$ cat src/rtl/dtw_batch_sched_if.sv
// DTW core control/result bundle between the batch scheduler (master) and one DTW core (slave).
interface dtw_batch_sched_if #(
  parameter int unsigned AXI_DWIDTH = 32
) ();
  logic                  core_rst;
  logic                  core_running;
  logic                  core_mode;
  logic                  core_done;
  logic [AXI_DWIDTH-1:0] core_minval;
  logic [AXI_DWIDTH-1:0] core_pos;

  modport master (
    output core_rst,
    output core_running,
    output core_mode,
    input  core_done,
    input  core_minval,
    input  core_pos
  );

  modport slave (
    input  core_rst,
    input  core_running,
    input  core_mode,
    output core_done,
    output core_minval,
    output core_pos
  );
endinterface

$ cat src/rtl/dtw_batch_sched.sv
// Runs a batch of DTW queries on one core: reset, run, capture each result and track the best.
module dtw_batch_sched #(
  parameter int unsigned AXI_DWIDTH = 32,
  parameter int unsigned RST_CYCLES = 4
) (
  input  logic                  clk,
  input  logic                  rst,
  input  logic                  cfg_start,
  input  logic                  cfg_abort,
  input  logic                  cfg_mode,
  input  logic [15:0]           cfg_batch_len,
  input  logic [31:0]           cfg_timeout,
  dtw_batch_sched_if.master     core,
  output logic                  busy,
  output logic                  batch_done,
  output logic                  err_timeout,
  output logic [15:0]           q_count,
  output logic [AXI_DWIDTH-1:0] best_minval,
  output logic [AXI_DWIDTH-1:0] best_pos,
  output logic [15:0]           best_idx,
  output logic                  irq
);

  localparam int unsigned RcW = (RST_CYCLES > 1) ? $clog2(RST_CYCLES) : 1;

  typedef enum logic [2:0] {StIdle, StCrst, StRun, StCapt, StFin} state_e;

  state_e                state_q, state_d;
  logic [RcW-1:0]        rst_cnt_q, rst_cnt_d;
  logic [31:0]           tmo_cnt_q, tmo_cnt_d;
  logic                  mode_q, mode_d;
  logic [15:0]           len_q, len_d;
  logic [31:0]           timeout_q, timeout_d;
  logic [15:0]           q_count_q, q_count_d;
  logic [AXI_DWIDTH-1:0] best_minval_q, best_minval_d;
  logic [AXI_DWIDTH-1:0] best_pos_q, best_pos_d;
  logic [15:0]           best_idx_q, best_idx_d;
  logic                  batch_done_q, batch_done_d;
  logic                  err_timeout_q, err_timeout_d;

  always_ff @(posedge clk) begin
    if (rst) begin
      state_q       <= StIdle;
      rst_cnt_q     <= '0;
      tmo_cnt_q     <= '0;
      mode_q        <= 1'b0;
      len_q         <= '0;
      timeout_q     <= '0;
      q_count_q     <= '0;
      best_minval_q <= '1;
      best_pos_q    <= '0;
      best_idx_q    <= '0;
      batch_done_q  <= 1'b0;
      err_timeout_q <= 1'b0;
    end else begin
      state_q       <= state_d;
      rst_cnt_q     <= rst_cnt_d;
      tmo_cnt_q     <= tmo_cnt_d;
      mode_q        <= mode_d;
      len_q         <= len_d;
      timeout_q     <= timeout_d;
      q_count_q     <= q_count_d;
      best_minval_q <= best_minval_d;
      best_pos_q    <= best_pos_d;
      best_idx_q    <= best_idx_d;
      batch_done_q  <= batch_done_d;
      err_timeout_q <= err_timeout_d;
    end
  end

  always_comb begin
    state_d       = state_q;
    rst_cnt_d     = rst_cnt_q;
    tmo_cnt_d     = tmo_cnt_q;
    mode_d        = mode_q;
    len_d         = len_q;
    timeout_d     = timeout_q;
    q_count_d     = q_count_q;
    best_minval_d = best_minval_q;
    best_pos_d    = best_pos_q;
    best_idx_d    = best_idx_q;
    batch_done_d  = batch_done_q;
    err_timeout_d = err_timeout_q;

    unique case (state_q)
      StIdle: begin
        if (cfg_start && (cfg_batch_len != 16'd0)) begin
          mode_d        = cfg_mode;
          len_d         = cfg_batch_len;
          timeout_d     = cfg_timeout;
          q_count_d     = '0;
          best_minval_d = '1;
          best_pos_d    = '0;
          best_idx_d    = '0;
          batch_done_d  = 1'b0;
          err_timeout_d = 1'b0;
          rst_cnt_d     = '0;
          state_d       = StCrst;
        end
      end
      StCrst: begin
        if (cfg_abort) begin
          state_d = StFin;
        end else if (rst_cnt_q == RcW'(RST_CYCLES - 1)) begin
          rst_cnt_d = '0;
          tmo_cnt_d = '0;
          state_d   = StRun;
        end else begin
          rst_cnt_d = rst_cnt_q + 1'b1;
        end
      end
      StRun: begin
        // tmo_cnt_d counts RUN cycles including the current one
        tmo_cnt_d = tmo_cnt_q + 32'd1;
        if (cfg_abort) begin
          state_d = StFin;
        end else if (core.core_done) begin
          state_d = StCapt;
        end else if ((timeout_q != 32'd0) && (tmo_cnt_d == timeout_q)) begin
          err_timeout_d = 1'b1;
          state_d       = StFin;
        end
      end
      StCapt: begin
        if (cfg_abort) begin
          state_d = StFin;
        end else begin
          // Strict compare: a tie keeps the earlier query
          if ((q_count_q == 16'd0) || (core.core_minval < best_minval_q)) begin
            best_minval_d = core.core_minval;
            best_pos_d    = core.core_pos;
            best_idx_d    = q_count_q;
          end
          q_count_d = q_count_q + 16'd1;
          rst_cnt_d = '0;
          if (q_count_d == len_q) begin
            batch_done_d = 1'b1;
            state_d      = StFin;
          end else begin
            state_d = StCrst;
          end
        end
      end
      StFin: begin
        state_d = StIdle;
      end
      default: begin
        state_d = StIdle;
      end
    endcase
  end

  assign core.core_rst     = (state_q == StIdle) || (state_q == StCrst) || (state_q == StFin);
  assign core.core_running = (state_q == StRun);
  assign core.core_mode    = mode_q;

  assign busy        = (state_q == StCrst) || (state_q == StRun) || (state_q == StCapt);
  assign irq         = (state_q == StFin);
  assign batch_done  = batch_done_q;
  assign err_timeout = err_timeout_q;
  assign q_count     = q_count_q;
  assign best_minval = best_minval_q;
  assign best_pos    = best_pos_q;
  assign best_idx    = best_idx_q;

endmodule

$ cat src/flat_wrapper.sv
// flat-port wrapper written by rule: the top's interface ports become plain ports
module dtw_batch_sched_flat 
#(
  parameter int unsigned AXI_DWIDTH = 32,
  parameter int unsigned RST_CYCLES = 4
)
  (clk, rst, cfg_start, cfg_abort, cfg_mode, cfg_batch_len, cfg_timeout, busy, batch_done, err_timeout, q_count, best_minval, best_pos, best_idx, irq, core_core_rst, core_core_running, core_core_mode, core_core_done, core_core_minval, core_core_pos);
  dtw_batch_sched_if #(.AXI_DWIDTH(AXI_DWIDTH)) core_i ();
  input  logic clk;
  input  logic rst;
  input  logic cfg_start;
  input  logic cfg_abort;
  input  logic cfg_mode;
  input  logic [15:0] cfg_batch_len;
  input  logic [31:0] cfg_timeout;
  output logic busy;
  output logic batch_done;
  output logic err_timeout;
  output logic [15:0] q_count;
  output logic [AXI_DWIDTH-1:0] best_minval;
  output logic [AXI_DWIDTH-1:0] best_pos;
  output logic [15:0] best_idx;
  output logic irq;
  output wire logic [$bits(core_i.core_rst)-1:0] core_core_rst;
  output wire logic [$bits(core_i.core_running)-1:0] core_core_running;
  output wire logic [$bits(core_i.core_mode)-1:0] core_core_mode;
  input wire logic [$bits(core_i.core_done)-1:0] core_core_done;
  input wire logic [$bits(core_i.core_minval)-1:0] core_core_minval;
  input wire logic [$bits(core_i.core_pos)-1:0] core_core_pos;
  assign core_core_rst = core_i.core_rst;
  assign core_core_running = core_i.core_running;
  assign core_core_mode = core_i.core_mode;
  assign core_i.core_done = core_core_done;
  assign core_i.core_minval = core_core_minval;
  assign core_i.core_pos = core_core_pos;
  dtw_batch_sched #(.AXI_DWIDTH(AXI_DWIDTH), .RST_CYCLES(RST_CYCLES)) u_core (.clk(clk), .rst(rst), .cfg_start(cfg_start), .cfg_abort(cfg_abort), .cfg_mode(cfg_mode), .cfg_batch_len(cfg_batch_len), .cfg_timeout(cfg_timeout), .core(core_i), .busy(busy), .batch_done(batch_done), .err_timeout(err_timeout), .q_count(q_count), .best_minval(best_minval), .best_pos(best_pos), .best_idx(best_idx), .irq(irq));
endmodule
$ cat config.mk
export PLATFORM = sky130hd
export DESIGN_NAME = dtw_batch_sched_flat
export DESIGN_NICKNAME = d
export VERILOG_FILES = /design/src/rtl/dtw_batch_sched_if.sv /design/src/rtl/dtw_batch_sched.sv /design/src/flat_wrapper.sv
export SDC_FILE = /design/constraint.sdc
export NUM_CORES = 1
export LEC_CHECK = 0
export ABC_AREA = 1
export CAP_MARGIN = 15
export CORE_ASPECT_RATIO = 0.75
export CORE_MARGIN = 4
export CORE_UTILIZATION = 40
export CTS_BUF_LIST = sky130_fd_sc_hd__clkbuf_2
export DETAILED_ROUTE_END_ITERATION = 8
export GPL_ROUTABILITY_DRIVEN = 0
export PLACE_DENSITY = 0.67
export SLEW_MARGIN = 20
export SYNTH_ARGS = -nofsm -noshare
export SYNTH_HDL_FRONTEND = slang
export SYNTH_SLANG_ARGS = --single-unit
$ cat constraint.sdc
create_clock -name clk -period 2.2 [get_ports clk]
set_input_delay 0.44 -clock clk [delete_from_list [all_inputs] [get_ports clk]]
set_output_delay 0.44 -clock clk [all_outputs]
set_load 0.005 [all_outputs]
Word-level counts from Yosys, hierarchy flattened
Index checks and enable logic that the tools add are counted.
Widths: inputs -> output; s select.
{"block": "totals", "ff_bits": 184, "inputBits": 118, "out_inout_bits": 103, "word_cells": 96}
{"block": "op_classes", "n_addsub": 3, "n_lt_le_gt_ge": 1, "n_eq_ne": 18, "n_mux": 39, "reduce_logical": 23}
{"cell": "$mux 32", "count": 8}
{"cell": "$pmux 32 s2", "count": 3}
{"cell": "$mux 16", "count": 4}
{"cell": "$pmux 16 s2", "count": 2}
{"cell": "$add 32x1->32 const B", "count": 1}
{"cell": "$eq 32x32->1", "count": 1}
{"cell": "$lt 32x32->1", "count": 1}
{"cell": "$reduce_bool 32->1", "count": 1}
{"cell": "$mux 3", "count": 8}
{"cell": "$add 16x1->16 const B", "count": 1}
{"cell": "$eq 16x16->1", "count": 1}
{"cell": "$logic_not 16->1", "count": 1}
{"cell": "$reduce_bool 16->1", "count": 1}
{"cell": "$pmux 3 s4", "count": 1}
{"cell": "$reduce_and 4->1", "count": 3}
{"cell": "$ne 2x1->1 const B", "count": 5}
{"cell": "$reduce_and 3->1", "count": 3}
{"cell": "$mux 2", "count": 4}
{"cell": "$ne 2x2->1 const B", "count": 4}
{"cell": "$eq 3x2->1 const B", "count": 2}
{"cell": "$mux 1", "count": 6}
{"cell": "$pmux 2 s3", "count": 1}
{"cell": "$reduce_bool 2->1", "count": 3}
{"cell": "$logic_or 1x1->1", "count": 5}
{"cell": "other kinds (12)", "count": 14}

Longest topological paths before layout
{"block": "logic_depth", "depth_word": 7, "ltp_mapped": 18, "depth_no_buf": 18}

Worst setup path after synthesis
Ideal clock, no wire load.
{"block": "synth_path", "kind": "input -> register", "from": "input port core_core_minval[19]", "to": "register u_core.best_minval_q[10] (netlist: u_core.best_minval[10])", "setup_ps": 117, "arrival_time_ps": 2026, "required_time_ps": 2083, "slack_ps": 57, "path_stages": 15, "n_path_buf": 2, "path_cell_list": "ha_1 > a21oi_1 > o21ai_0 > nand3_1 > nand2_1 > nand2_1 > a21oi_1 > a211oi_1 > nand2_1 > nand2_1 > nand2_2 > buf_4 > buf_4 > a21oi_1 > nand2_1"}
{"block": "synth_via", "elab_chain_cells": 4}
{"item": "start, declared", "line_no": "flat_wrapper.sv:28", "rtl": "input wire logic [$bits(core_i.core_minval)-1:0] core_core_minval;"}
{"item": "$lt 32x32->1", "line_no": "dtw_batch_sched.sv:129", "rtl": "if ((q_count_q == 16'd0) || (core.core_minval < best_minval_q)) begin"}
{"item": "$logic_or 1x1->1", "line_no": "dtw_batch_sched.sv:129"}
{"item": "$ne 2x1->1 (no source line)"}
{"item": "$reduce_and 4->1 (no source line)"}
{"item": "end signal, assigned", "line_no": "dtw_batch_sched.sv:63", "rtl": "best_minval_q <= best_minval_d;"}
{"item": "end, declared", "line_no": "dtw_batch_sched.sv:35", "rtl": "logic [AXI_DWIDTH-1:0] best_minval_q, best_minval_d;"}
No other way between the ends.
A chain may end at the register's enable or synchronous reset.

Final worst setup path
{"block": "layout_path", "from": "register u_core.q_count_q[0] (netlist: u_core.q_count[0])", "to": "register u_core.best_minval_q[4] (netlist: u_core.best_minval[4])"}
{"block": "layout_via", "elab_chain_cells": 4}
{"item": "start, declared", "line_no": "dtw_batch_sched.sv:34", "rtl": "logic [15:0] q_count_q, q_count_d;"}
{"item": "start signal, assigned", "line_no": "dtw_batch_sched.sv:62", "rtl": "q_count_q <= q_count_d;"}
{"item": "$logic_not 16->1", "line_no": "dtw_batch_sched.sv:129"}
{"item": "$logic_or 1x1->1", "line_no": "dtw_batch_sched.sv:129"}
{"item": "$ne 2x1->1 (no source line)"}
{"item": "$reduce_and 4->1 (no source line)"}
No other way between the ends.

==> metrics.yaml <==
timing:
  timing_hold_violations_final: 0
  min_period_ns: 2.41
  fin_skew_ns: 0.0541
  rsz0062_at_grt: "yes"
  final.setup.worst_slack_ns: -0.209
  fin_crit_sh: 1.10
  hold-worst-slack_ns: 0.165
  timing_max_transition_violations_final: 0
  worst-slew-pin-transition_ns: 0.722
  setup-violations-final: 83
  worst_slew_margin_rel: 0.518
  fmaxAchievable_ghz: 0.415
final_layout:
  multi_input_area_um2: 6530
  fillCellCount: 2270
  final_util: 0.630
  final_nets: 2157
  area.sequential_um2: 3870
  finalInstanceArea_um2: 15900
  layout.cells.non_filler: 2356
  drive_above_1_share: 0.295
  area.growth.synth_to_final_pct: 53.3
placed_design:
  dp_hpwl_um: 26200
  dp_worst_setup_slack_ns: -0.731
  dpl-instance-area_um2: 14100
  numPlacedInstances: 2261
  port-buffer-count: 220
floorplan:
  number_of_rows_created_at_floorplan: 50
  chipHeight_um: 148
  initial_standard_cell_utilization_of_the_core: 0.411
  fp.dieW_um: 194
  core-area_um2: 25300
  die_area_um2: 28600
  ioPinCount: 221
routing:
  via_count: 12000
  route.final.wire_length_um: 38200
  drtAntennaViolNets: 0
  detail_route.first_pass.iterations: 6
  route.detailed.drc: 0
  drt-vias-per-instance: 5.11
  wire_per_inst_um: 16.2
  detail_route.iter0.violations: 1129
synth:
  postSynth.topFlopCell: "sky130_fd_sc_hd__dfxtp_1"
  synth-seq-cells: 184
  synth_top_cell_area_share: 0.355
  post_synth_instance_area_um2: 10400
  ys_seq_area_frac: 0.355
  netlist.top_cell.by_area: "sky130_fd_sc_hd__dfxtp_1"
  post_synth.cell_area_avg_um2: 6.45
  syn-instance-count: 1610
  asyncSetResetFlopFracSynth: 0
  postSynthNetCount: 1763
  synth.top_cells.by_area: "sky130_fd_sc_hd__dfxtp_1 (35%), sky130_fd_sc_hd__nand2_1 (16%), sky130_fd_sc_hd__nand3_1 (7.3%), sky130_fd_sc_hd__a21oi_1 (7.2%), sky130_fd_sc_hd__nor2_1 (7.0%)"
  synth-edff-count: 0
  synth-warning-count: 0
  number_of_unique_standard_cell_types_used_by_synthesis: 41
critical_path:
  reg2reg_from: "u_core.q_count[0]$_SDFFE_PP0P_"
  timing_worst_setup_path_type: "flop to flop"
  crit_fanout: 8
  rrSetupSlack_ns: -0.21
  cp-end-kind: "flop"
  worst_setup_path_start_kind: "flop"
  worst_r2r_path_depth: 11
  critical_register_to_register_path_endpoint: "u_core.best_minval[4]$_SDFFE_PP1P_"
  worstPathArrival_ns: 3.13
  cp_data_required_time_ns: 2.92
clock_network:
  worstSkewPairLatency_ns: 0.80
  clockBufferDepth: 2
  cts-buffers-inserted: 17
  cts_num_sinks: 184
  cts.hold.buffers_added: 0
  cts_root_buffer: "sky130_fd_sc_hd__clkbuf_2"
  worst_setup_hold_path_clk_slew_ns: 0.31
  tritoncts: "built"
  max_h_tree_level: 4
hold_path:
  whs_path_depth: 3
  min_from: "cfg_timeout[0]"
  hp_class: "primary input to flop"
  worst_hold_path.endpoint: "u_core.timeout_q[0]$_SDFFE_PP0P_"
global_route:
  wire_length_of_the_first_global_routing_pass_um: 57400
  track_usage: 0.243
  number_of_antenna_violations_at_the_first_check_in_global_routing: 1
  residual_overflow_from_global_routing: 0
  grt_start_max_net_pins: 61
  globalRouteMet3Util: 0.0560
  global_route.peak_usage_layer: "met1"
  number_of_global_route_vias_before_repair: 11100
  grt_util_met1: 0.361
  grtUsageMet2: 0.358
power:
  worst_ir_drop_vdd_mv: 0.404
  leakage_nw: 7.41
  power_density_nw_per_um2: 663
status:
  outcome: "finished with violations"
  failed_checks: "setup timing"
flow_run:
  drv_cap: 0
layout make-up:
class	count	share of cell area
multi-input cells	1185	0.410
inverters	177	0.0419
well taps	338	0.0265
clock inverters	14	0.00793
clock buffers	18	0.00566
flip-flops and latches	184	0.243
repair buffers	439	0.265
diodes	1	0.000157
cells in the final DEF, fill, tap and decap left out, types with 4 or more instances in the layout:
master,count
sky130_fd_sc_hd__buf_6,14
sky130_fd_sc_hd__clkbuf_2,19
sky130_fd_sc_hd__buf_12,15
sky130_fd_sc_hd__clkinv_2,4
sky130_fd_sc_hd__nor4_1,4
sky130_fd_sc_hd__nor2_2,35
sky130_fd_sc_hd__xor2_1,4
sky130_fd_sc_hd__nand2_1,398
sky130_fd_sc_hd__inv_2,20
sky130_fd_sc_hd__dfxtp_2,112
sky130_fd_sc_hd__nor2_1,148
sky130_fd_sc_hd__o21ai_0,82
sky130_fd_sc_hd__buf_4,180
sky130_fd_sc_hd__nand2_4,10
sky130_fd_sc_hd__o21ai_1,13
sky130_fd_sc_hd__nand3_1,141
sky130_fd_sc_hd__ha_1,24
sky130_fd_sc_hd__dlymetal6s2s_1,25
sky130_fd_sc_hd__nand4_1,19
sky130_fd_sc_hd__o21ai_2,19
sky130_fd_sc_hd__dfxtp_1,60
sky130_fd_sc_hd__nand2_2,42
sky130_fd_sc_hd__ha_4,9
sky130_fd_sc_hd__clkdlybuf4s50_1,117
sky130_fd_sc_hd__nor2_4,29
sky130_fd_sc_hd__a21oi_1,142
sky130_fd_sc_hd__dfxtp_4,12
sky130_fd_sc_hd__buf_2,4
sky130_fd_sc_hd__nand3_2,15
sky130_fd_sc_hd__dlygate4sd2_1,72
sky130_fd_sc_hd__inv_1,155
sky130_fd_sc_hd__clkbuf_16,9
sky130_fd_sc_hd__a21oi_2,8
cell families (layout without fill, tap and decap cells):
logic type                 count (synthesis)  in the layout  share of synthesized area
AOI/OAI and AO/OA                        280            280                      0.140
xor gates and xnor gates                  10             10                     0.0126
adders and majority gates                 35             35                     0.0421
buffers and inverters                    243            648                     0.0906
DFF                                      184            184                      0.355
other                                      0              1                          0
and+or+nand+nor                          858            860                      0.360
routing by layer:
| layer | vias to the layer above | routed length (um) |
|---|---|---|
| li1 | 5990 | - |
| met1 | 5592 | 18100 |
| met2 | 432 | 16300 |
| met3 | 31 | 3180 |
| met4 | 0 | 611 |
| met5 | - | 0 |
Yosys cell counts (2+ instances only):
cell type                  number
sky130_fd_sc_hd__buf_4          4
sky130_fd_sc_hd__a21oi_1      150
sky130_fd_sc_hd__nor2_8         3
sky130_fd_sc_hd__o21ai_0      114
sky130_fd_sc_hd__nand2_2        8
sky130_fd_sc_hd__buf_2         11
sky130_fd_sc_hd__xnor2_1        3
sky130_fd_sc_hd__nand4_1       19
sky130_fd_sc_hd__and2_1         2
sky130_fd_sc_hd__nor3_1         5
sky130_fd_sc_hd__inv_1        168
sky130_fd_sc_hd__nand3_1      152
sky130_fd_sc_hd__clkbuf_1      51
sky130_fd_sc_hd__nor2_1       193
sky130_fd_sc_hd__o21ai_1        3
sky130_fd_sc_hd__ha_1          35
sky130_fd_sc_hd__a31oi_1        2
sky130_fd_sc_hd__xor2_1         4
sky130_fd_sc_hd__o21bai_2       2
sky130_fd_sc_hd__nand2_1      437
sky130_fd_sc_hd__nor2_4        10
sky130_fd_sc_hd__nor4_1         5
sky130_fd_sc_hd__nand2_4        6
sky130_fd_sc_hd__xor3_1         2
sky130_fd_sc_hd__dfxtp_1      184
sky130_fd_sc_hd__inv_2          9
sky130_fd_sc_hd__nor2_2         9
sky130_fd_sc_hd__nand3_2        6
through the flow:
step,TNS (ns),power (W)
after floorplan,0,0.00605
after global placement,-90.24,0.00785
after detailed placement,-86.18,0.00792
after CTS,-0.339,0.00992
after global routing,-14.87,0.0112
final,-9.93,0.0106
registers in the layout, indices dropped and copies added, names as in the netlist, 2 cells and up:
name                count
u_core.best_pos        32
u_core.tmo_cnt_q       32
u_core.state_q          3
u_core.best_idx        16
u_core.rst_cnt_q        2
u_core.best_minval     32
u_core.q_count         16
u_core.len_q           16
u_core.timeout_q       32
worst max-delay path: stages, from the launching register on:
cell and delay (ns):
sky130_fd_sc_hd__dfxtp_2 0.41, sky130_fd_sc_hd__buf_4 0.14, sky130_fd_sc_hd__inv_2 0.07, sky130_fd_sc_hd__ha_2 0.18, sky130_fd_sc_hd__nand4_1 0.11, sky130_fd_sc_hd__nor3_2 0.31
sky130_fd_sc_hd__a41oi_2 0.30, sky130_fd_sc_hd__nand2_4 0.26, sky130_fd_sc_hd__nand2_8 0.13, sky130_fd_sc_hd__buf_12 0.16, sky130_fd_sc_hd__a21oi_1 0.19, sky130_fd_sc_hd__nand2_1 0.08
how the worst max path moves through the flow:
stage	startpoint	end	slack, ns	depth (start not counted)
4_1_cts	u_core.state_q[1]$_SDFFE_PP0P_	core_core_rst	-0.13	4
6_report	u_core.q_count[0]$_SDFFE_PP0P_	u_core.best_minval[4]$_SDFFE_PP1P_	-0.21	11
3_5_place_dp	cfg_batch_len[14]	u_core.best_pos[3]$_SDFFE_PP0P_	-0.73	16
2_1_floorplan	core_core_minval[19]	u_core.best_minval[10]$_SDFFE_PP1P_	0.06	15
5_1_grt	u_core.q_count[0]$_SDFFE_PP0P_	u_core.best_pos[13]$_SDFFE_PP0P_	-0.25	13
3_3_place_gp	cfg_batch_len[13]	u_core.best_pos[21]$_SDFFE_PP0P_	-0.72	16
power by group:
group | switching [W] | internal (W) | total [W]
clock | 0.00132 | 0.000423 | 0.00175
sequential | 0.000315 | 0.00389 | 0.00420
combinational | 0.00237 | 0.00224 | 0.00461
timing repair:
action | in CTS | in global routing
pin swaps | 47 | 75
cloned | 2 | 14
endpoints found under the setup margin | 180 | 116
resized for setup | 314 | 181
buffers inserted | 40 | 9
No activity file was read; power rests on OpenSTA's default activity.
